--- src/rtl/led_matrix_pkg.sv ---
// Shared types and constants for the 8x8 LED matrix scan controller.
package led_matrix_pkg;

    typedef enum logic {
        BLANK = 1'b0,
        SHOW  = 1'b1
    } scan_state_e;

    localparam int ROWS = 8;
    localparam int COLS = 8;
    localparam logic [COLS-1:0] COL_OFF = 8'hFF;

    function automatic logic [ROWS-1:0] row_onehot(input logic [2:0] idx);
        logic [ROWS-1:0] r;
        r = '0;
        r[idx] = 1'b1;
        return r;
    endfunction

endpackage

--- src/rtl/led_matrix_scan_ctrl_if.sv ---
// Writer port of the LED matrix scan controller: row beats into the back buffer.
interface led_matrix_scan_ctrl_if;
    logic       wr_valid;
    logic       wr_ready;
    logic [2:0] wr_row;
    logic [7:0] wr_data;
    logic       wr_last;

    modport master (output wr_valid, wr_row, wr_data, wr_last, input wr_ready);
    modport slave  (input wr_valid, wr_row, wr_data, wr_last, output wr_ready);
endinterface

--- src/rtl/led_frame_dbuf.sv ---
// Double-buffered 8x8 frame store: writes go to the back bank, reads come from the front bank.
module led_frame_dbuf
    import led_matrix_pkg::*;
(
    input  logic            clk,
    input  logic            rst,
    input  logic            wr_en,
    input  logic [2:0]      wr_row,
    input  logic [COLS-1:0] wr_data,
    input  logic            swap,
    input  logic [2:0]      rd_row,
    output logic [COLS-1:0] rd_data
);
    logic [1:0][ROWS-1:0][COLS-1:0] bank_q, bank_d;
    logic                           front_sel_q, front_sel_d;

    always_comb begin
        bank_d      = bank_q;
        front_sel_d = front_sel_q ^ swap;
        if (wr_en) begin
            bank_d[~front_sel_q][wr_row] = wr_data;
        end
        // On the swap edge the row being loaded must already come from the new front.
        rd_data = bank_q[front_sel_q ^ swap][rd_row];
    end

    always_ff @(posedge clk or posedge rst) begin
        if (rst) begin
            bank_q      <= '0;
            front_sel_q <= 1'b0;
        end else begin
            bank_q      <= bank_d;
            front_sel_q <= front_sel_d;
        end
    end
endmodule

--- src/rtl/led_matrix_scan_ctrl.sv ---
// Row-scan controller with blanking and frame-boundary buffer swap.
// Optional macro BRIGHTNESS_PWM_EN adds a 4-bit per-frame brightness input.
module led_matrix_scan_ctrl
    import led_matrix_pkg::*;
#(
    parameter int ROW_CYCLES   = 65536,
    parameter int BLANK_CYCLES = 64,
    parameter int CNT_W        = 17
) (
    input  logic                   clk_50m,
    input  logic                   reset,
    led_matrix_scan_ctrl_if.slave  wr,
`ifdef BRIGHTNESS_PWM_EN
    input  logic [3:0]             brightness,
`endif
    output logic [ROWS-1:0]        led_row,
    output logic [COLS-1:0]        led_col,
    output logic                   frame_start,
    output logic                   swap_done
);
    localparam logic [CNT_W-1:0] ROW_LAST   = CNT_W'(ROW_CYCLES - 1);
    localparam logic [CNT_W-1:0] BLANK_LAST = CNT_W'(BLANK_CYCLES - 1);

    scan_state_e     state_q, state_d;
    logic [CNT_W-1:0] cnt_q, cnt_d;
    logic [2:0]      row_idx_q, row_idx_d;
    logic            swap_pending_q, swap_pending_d;
    logic [ROWS-1:0] led_row_q, led_row_d;
    logic [COLS-1:0] led_col_q, led_col_d;
    logic            frame_start_q, frame_start_d;
    logic            swap_done_q, swap_done_d;
    logic            accept, swap, enter_show, col_en;
    logic [COLS-1:0] rd_data;

    assign accept      = wr.wr_valid && !swap_pending_q;
    assign wr.wr_ready = ~swap_pending_q;

    // Next scan position; BLANK_CYCLES == 0 chains SHOW straight into SHOW.
    always_comb begin
        state_d    = state_q;
        cnt_d      = cnt_q + 1'b1;
        row_idx_d  = row_idx_q;
        swap       = 1'b0;
        enter_show = 1'b0;
        case (state_q)
            BLANK: begin
                if (BLANK_CYCLES == 0 || cnt_q == BLANK_LAST) begin
                    state_d    = SHOW;
                    cnt_d      = '0;
                    enter_show = 1'b1;
                end
            end
            SHOW: begin
                if (cnt_q == ROW_LAST) begin
                    cnt_d     = '0;
                    row_idx_d = row_idx_q + 1'b1;
                    if (row_idx_q == 3'd7) begin
                        swap = swap_pending_q;
                    end
                    if (BLANK_CYCLES == 0) begin
                        enter_show = 1'b1;
                    end else begin
                        state_d = BLANK;
                    end
                end
            end
            default: state_d = BLANK;
        endcase
    end

    always_comb begin
        swap_pending_d = swap_pending_q;
        if (swap) begin
            swap_pending_d = 1'b0;
        end else if (accept && wr.wr_last) begin
            swap_pending_d = 1'b1;
        end
        frame_start_d = enter_show && (row_idx_d == 3'd0);
        swap_done_d   = swap;
    end

`ifdef BRIGHTNESS_PWM_EN
    logic [3:0] bright_q, bright_d;

    function automatic logic [31:0] pwm_limit(input logic [3:0] b);
        return ((32'(b) + 32'd1) * 32'(ROW_CYCLES)) >> 4;
    endfunction

    always_comb begin
        bright_d = frame_start_d ? brightness : bright_q;
        col_en   = 32'(cnt_d) < pwm_limit(bright_d);
    end

    always_ff @(posedge clk_50m or posedge reset) begin
        if (reset) bright_q <= 4'hF;
        else       bright_q <= bright_d;
    end
`else
    assign col_en = 1'b1;
`endif

    always_comb begin
        led_row_d = (state_d == SHOW) ? row_onehot(row_idx_d) : '0;
        led_col_d = (state_d == SHOW && col_en) ? ~rd_data : COL_OFF;
    end

    led_frame_dbuf u_dbuf (
        .clk     (clk_50m),
        .rst     (reset),
        .wr_en   (accept),
        .wr_row  (wr.wr_row),
        .wr_data (wr.wr_data),
        .swap    (swap),
        .rd_row  (row_idx_d),
        .rd_data (rd_data)
    );

    always_ff @(posedge clk_50m or posedge reset) begin
        if (reset) begin
            state_q        <= BLANK;
            cnt_q          <= '0;
            row_idx_q      <= '0;
            swap_pending_q <= 1'b0;
            led_row_q      <= '0;
            led_col_q      <= COL_OFF;
            frame_start_q  <= 1'b0;
            swap_done_q    <= 1'b0;
        end else begin
            state_q        <= state_d;
            cnt_q          <= cnt_d;
            row_idx_q      <= row_idx_d;
            swap_pending_q <= swap_pending_d;
            led_row_q      <= led_row_d;
            led_col_q      <= led_col_d;
            frame_start_q  <= frame_start_d;
            swap_done_q    <= swap_done_d;
        end
    end

    assign led_row     = led_row_q;
    assign led_col     = led_col_q;
    assign frame_start = frame_start_q;
    assign swap_done   = swap_done_q;
endmodule

--- src/flat_wrapper.sv ---
// flat-port wrapper written by rule: the top's interface ports become plain ports
module led_matrix_scan_ctrl_flat import led_matrix_pkg::*;
#(
    parameter int ROW_CYCLES   = 65536,
    parameter int BLANK_CYCLES = 64,
    parameter int CNT_W        = 17
)
  (clk_50m, reset, led_row, led_col, frame_start, swap_done, wr_wr_valid, wr_wr_row, wr_wr_data, wr_wr_last, wr_wr_ready);
  led_matrix_scan_ctrl_if wr_i ();
  input  logic clk_50m;
  input  logic reset;
  output logic [ROWS-1:0] led_row;
  output logic [COLS-1:0] led_col;
  output logic frame_start;
  output logic swap_done;
  input wire logic [$bits(wr_i.wr_valid)-1:0] wr_wr_valid;
  input wire logic [$bits(wr_i.wr_row)-1:0] wr_wr_row;
  input wire logic [$bits(wr_i.wr_data)-1:0] wr_wr_data;
  input wire logic [$bits(wr_i.wr_last)-1:0] wr_wr_last;
  output wire logic [$bits(wr_i.wr_ready)-1:0] wr_wr_ready;
  assign wr_i.wr_valid = wr_wr_valid;
  assign wr_i.wr_row = wr_wr_row;
  assign wr_i.wr_data = wr_wr_data;
  assign wr_i.wr_last = wr_wr_last;
  assign wr_wr_ready = wr_i.wr_ready;
  led_matrix_scan_ctrl #(.ROW_CYCLES(ROW_CYCLES), .BLANK_CYCLES(BLANK_CYCLES), .CNT_W(CNT_W)) u_core (.clk_50m(clk_50m), .reset(reset), .wr(wr_i), .led_row(led_row), .led_col(led_col), .frame_start(frame_start), .swap_done(swap_done));
endmodule
--- config.mk ---
export PLATFORM = sky130hd
export DESIGN_NAME = led_matrix_scan_ctrl_flat
export DESIGN_NICKNAME = d
export VERILOG_FILES = /design/src/rtl/led_matrix_pkg.sv /design/src/rtl/led_matrix_scan_ctrl_if.sv /design/src/rtl/led_frame_dbuf.sv /design/src/rtl/led_matrix_scan_ctrl.sv /design/src/flat_wrapper.sv
export SDC_FILE = /design/constraint.sdc
export NUM_CORES = 1
export LEC_CHECK = 0
export BUFFER_PORTS_ARGS = -buffer_cell sky130_fd_sc_hd__buf_2
export CAP_MARGIN = 0
export CORE_UTILIZATION = 30
export CTS_CLUSTER_DIAMETER = 50
export DETAILED_ROUTE_END_ITERATION = 6
export GPL_TIMING_DRIVEN = 0
export PLACE_DENSITY_LB_ADDON = 0.12
export SLEW_MARGIN = 20
export SYNTH_ARGS = -nofsm -noshare
export SYNTH_HDL_FRONTEND = slang
export SYNTH_SLANG_ARGS = --single-unit
--- constraint.sdc ---
create_clock -name clk_50m -period 7.4 [get_ports clk_50m]
set_input_delay 1.11 -clock clk_50m [delete_from_list [all_inputs] [get_ports clk_50m]]
set_output_delay 1.11 -clock clk_50m [all_outputs]
set_load 0.02 [all_outputs]
==> impl_results.md <==
- Core Region: around 25000 sq um
- Synth Instances: 609
- WL per Instance: 20.03 microns
- Synth warnings: 0
- Setup Fix Bufs, Post-CTS: 0
- Fillers: between 2000 and 2500
- Worst setup SP type: register
- RD Place Congestion: 0.8031
- CP cell instances: ha_1, and3_4, nand3_4, nor2_1, nand2_1, nor2_1, ha_1, nand4_2, xor2_2, inv_6, nor2_4, buf_2, a221oi_1, o21ai_0, nand3_1
- Global route overflow: 0
- Initial antenna violation count: 0
- Syn_nets: 629
- DR DRC count: 0
- Detailed Route Iter0 Violations: roughly 330
- Max Clock Skew: 11.44 ps
- Setup ws final: 3566 ps
- Count of final hold-check violations: 0
- Number of buffers created by CTS: 17
- Horiz. Die Dim: 161.2 microns
- Final net count: 680
- Num Clock Sinks: 169
- Async set or reset register ratio after synthesis: 1.000
- Worst setup EP type: register
- Data arrival, critical path: 4160 ps
- Setup repair after global routing missed its margin: false
- All-Layer GR Usage: 0.1627
- PwrDens: 219.4 nW/um^2
- CTS tree: built
- VDD IR max: 0.0001310 V
- Pre-CTS setup slack: around 3600 ps
- Post-synthesis sequential area ratio: 0.5579
- DIE AREA: between 20000 and 30000 sq um
- Avg Synthesized Cell Area: 12.48 sq um
- Ys flop type: dfrtp_1
- Row Count: 57
- Vias in the first global route: ~5200
- Yosys cell types: 50
- Starting Density: 0.3088
- Hold Crit Class: register to register
- Synthesized area: 7599 sq um
- Pwr Total: just under 2 mW
- Leakage Power: 4.067 nW
- Status: finished, final reports clean
- Reg clk slew, reported paths: roughly 70 ps
- Final max-slew violation count: 0
- WP data required: a little under 8000 ps
- Ratio of final minimum period to clock period: 0.5181
- Crit-path max FO: 10
- CP max-delay cell: xor2_2
- Final antenna-violating net count: 0
- HPWL Detailed: roughly 13000 microns
- Global-route wire length before repair: 31240 microns
- Largest stage delay, worst path: 470 ps
- Area grow syn2layout: 15.71%
- # IOs: 34
- Inserted Diodes: 0
- Vias: 5018
- Max-cap violation count: 0
- Seq. cell area: 4239 sq um
- CP Buf/Inv Count: 2
- 1st-pass router iterations: 4
- CTS hold repair buffers: 0
- Largest net degree at the start of global routing: 91
- Minimum clock period: about 3800 ps
- Synth Register Bits: 169
- CTS Root Cell: clkbuf_16
- Vias per cell: about 5
- Layout cells sized above 1: 0.3403
- Clk buf depth: 2
- Area of the multi-input gates: 3158 sq um
- Max-slew headroom: 0.3404
- DRT Wirelength: 19970 microns
- Port Buffers: 31
- Final setup fails: 0
- PostCTS Resize Cnt: 0
- H-tree Lvls: 4
- Worst-Margin Slew: 984.9 ps
- Delay-heaviest family, CP: simple AND/OR/NAND/NOR gates
- Post-synth EDFFs: 0
- Critical path class: register to register
- Die Height: 161.2 microns
- Fmax achieved: 260.8 MHz
- Skew-Pair Late Insertion Delay: 430 ps
through the flow:
stage	setup TNS [ps]	std cells	util	cell area [sq um]	hold slack [ps]
CTS	0	997	0.3573	8792	492.0
floorplan	0	609	-	7599	451.9
global route	0	997	0.3573	8792	511.8
finish	0	997	0.3573	8792	493.1
detailed placement	0	965	0.3333	8200	482.1
global placement	-34190	964	0.3316	8159	475.5
final cells by class:
type | instances | area share
clock inverter | 14 | 0.01850
clock buffer | 18 | 0.04881
sequential | 169 | 0.4821
buffer | 27 | 0.01651
multi-input combinational | 401 | 0.3592
timing repair buffer | 32 | 0.02078
tap | 324 | 0.04611
inverter | 12 | 0.007969
layer usage:
layer	wire length, microns	up-vias	track usage
li1	-	2287	-
met1	9537	2626	0.2220
met2	9559	91	0.2618
met3	609	14	0.02799
met4	264	0	0.05360
met5	0	-	0
power by group:
part           internal, mW  total [mW]  switching, mW
Clock                 0.507       0.903          0.396
Sequential            0.949       0.961         0.0124
Combinational        0.0245      0.0646         0.0401
Total                  1.48        1.93          0.449
registers in the layout, summed over array words and instances, names as in the netlist:
signal	count
u_core.led_col	8
u_core.u_dbuf.front_sel_q	1
u_core.row_idx_q	3
u_core.state_q	1
u_core.led_row	8
u_core.cnt_q	17
u_core.swap_done	1
u_core.u_dbuf.bank_q	128
u_core.swap_pending_q	1
u_core.frame_start	1
path summary, 6_finish.rpt:
check                                                from                           to  slack, ps  cells past startpoint
worst max-delay path            u_core.cnt_q[0]$_DFF_PP0_  u_core.led_col[1]$_DFF_PP1_       3570                     15
worst min register to register  u_core.cnt_q[0]$_DFF_PP0_    u_core.cnt_q[0]$_DFF_PP0_        490                      1
worst min-delay path            u_core.cnt_q[0]$_DFF_PP0_    u_core.cnt_q[0]$_DFF_PP0_        490                      1
worst max register to register  u_core.cnt_q[0]$_DFF_PP0_  u_core.led_col[1]$_DFF_PP1_       3570                     15
min in group asynchronous                           reset  u_core.led_row[7]$_DFF_PP0_        760                      2
max in group asynchronous                           reset  u_core.led_col[5]$_DFF_PP1_       5770                      3
cells in the final DEF, fill, tap and decap left out, types with 5 or more instances in the layout:
| cell type | instances |
|---|---|
| dfrtp_1 | 161 |
| a221oi_1 | 16 |
| and4_1 | 7 |
| a32oi_1 | 5 |
| o21ai_0 | 17 |
| xor2_1 | 8 |
| nand3_1 | 26 |
| inv_1 | 8 |
| mux2i_1 | 24 |
| xnor2_1 | 6 |
| buf_2 | 36 |
| nand2_1 | 66 |
| clkbuf_1 | 17 |
| a31oi_1 | 8 |
| mux2_2 | 130 |
| dfstp_2 | 8 |
| nor2_1 | 40 |
| clkbuf_16 | 17 |
| and3_1 | 6 |
| ha_1 | 5 |
Yosys cell counts, types with 3 or more instances:
| master | count | area share |
|---|---|---|
| a221oi_1 | 16 | 0.018 |
| a31oi_1 | 9 | 0.0074 |
| a32o_1 | 3 | 0.0040 |
| a32oi_1 | 5 | 0.0058 |
| and3_1 | 6 | 0.0049 |
| and4_1 | 7 | 0.0081 |
| buf_2 | 5 | 0.0033 |
| buf_4 | 3 | 0.0030 |
| clkbuf_1 | 16 | 0.0079 |
| dfrtp_1 | 161 | 0.53 |
| dfstp_2 | 8 | 0.028 |
| ha_1 | 5 | 0.0082 |
| inv_1 | 9 | 0.0044 |
| mux2_2 | 130 | 0.19 |
| mux2i_1 | 24 | 0.032 |
| nand2_1 | 66 | 0.033 |
| nand3_1 | 26 | 0.017 |
| nand4_1 | 4 | 0.0033 |
| nor2_1 | 40 | 0.020 |
| o21ai_0 | 17 | 0.011 |
| xnor2_1 | 6 | 0.0069 |
| xor2_1 | 8 | 0.0092 |
kinds of logic after synthesis:
| kind of cell | share of synthesized area |
|---|---|
| flip-flops | 0.5579 |
| adder cells (fa/ha/maj) | 0.008233 |
| buffers and inverters | 0.02733 |
| XOR/XNOR | 0.01828 |
| AND/OR/NAND/NOR | 0.1113 |
| AO/OA/AOI/OAI | 0.05269 |
| multiplexers | 0.2243 |
Note: power is estimated with default switching activity, not from simulation.
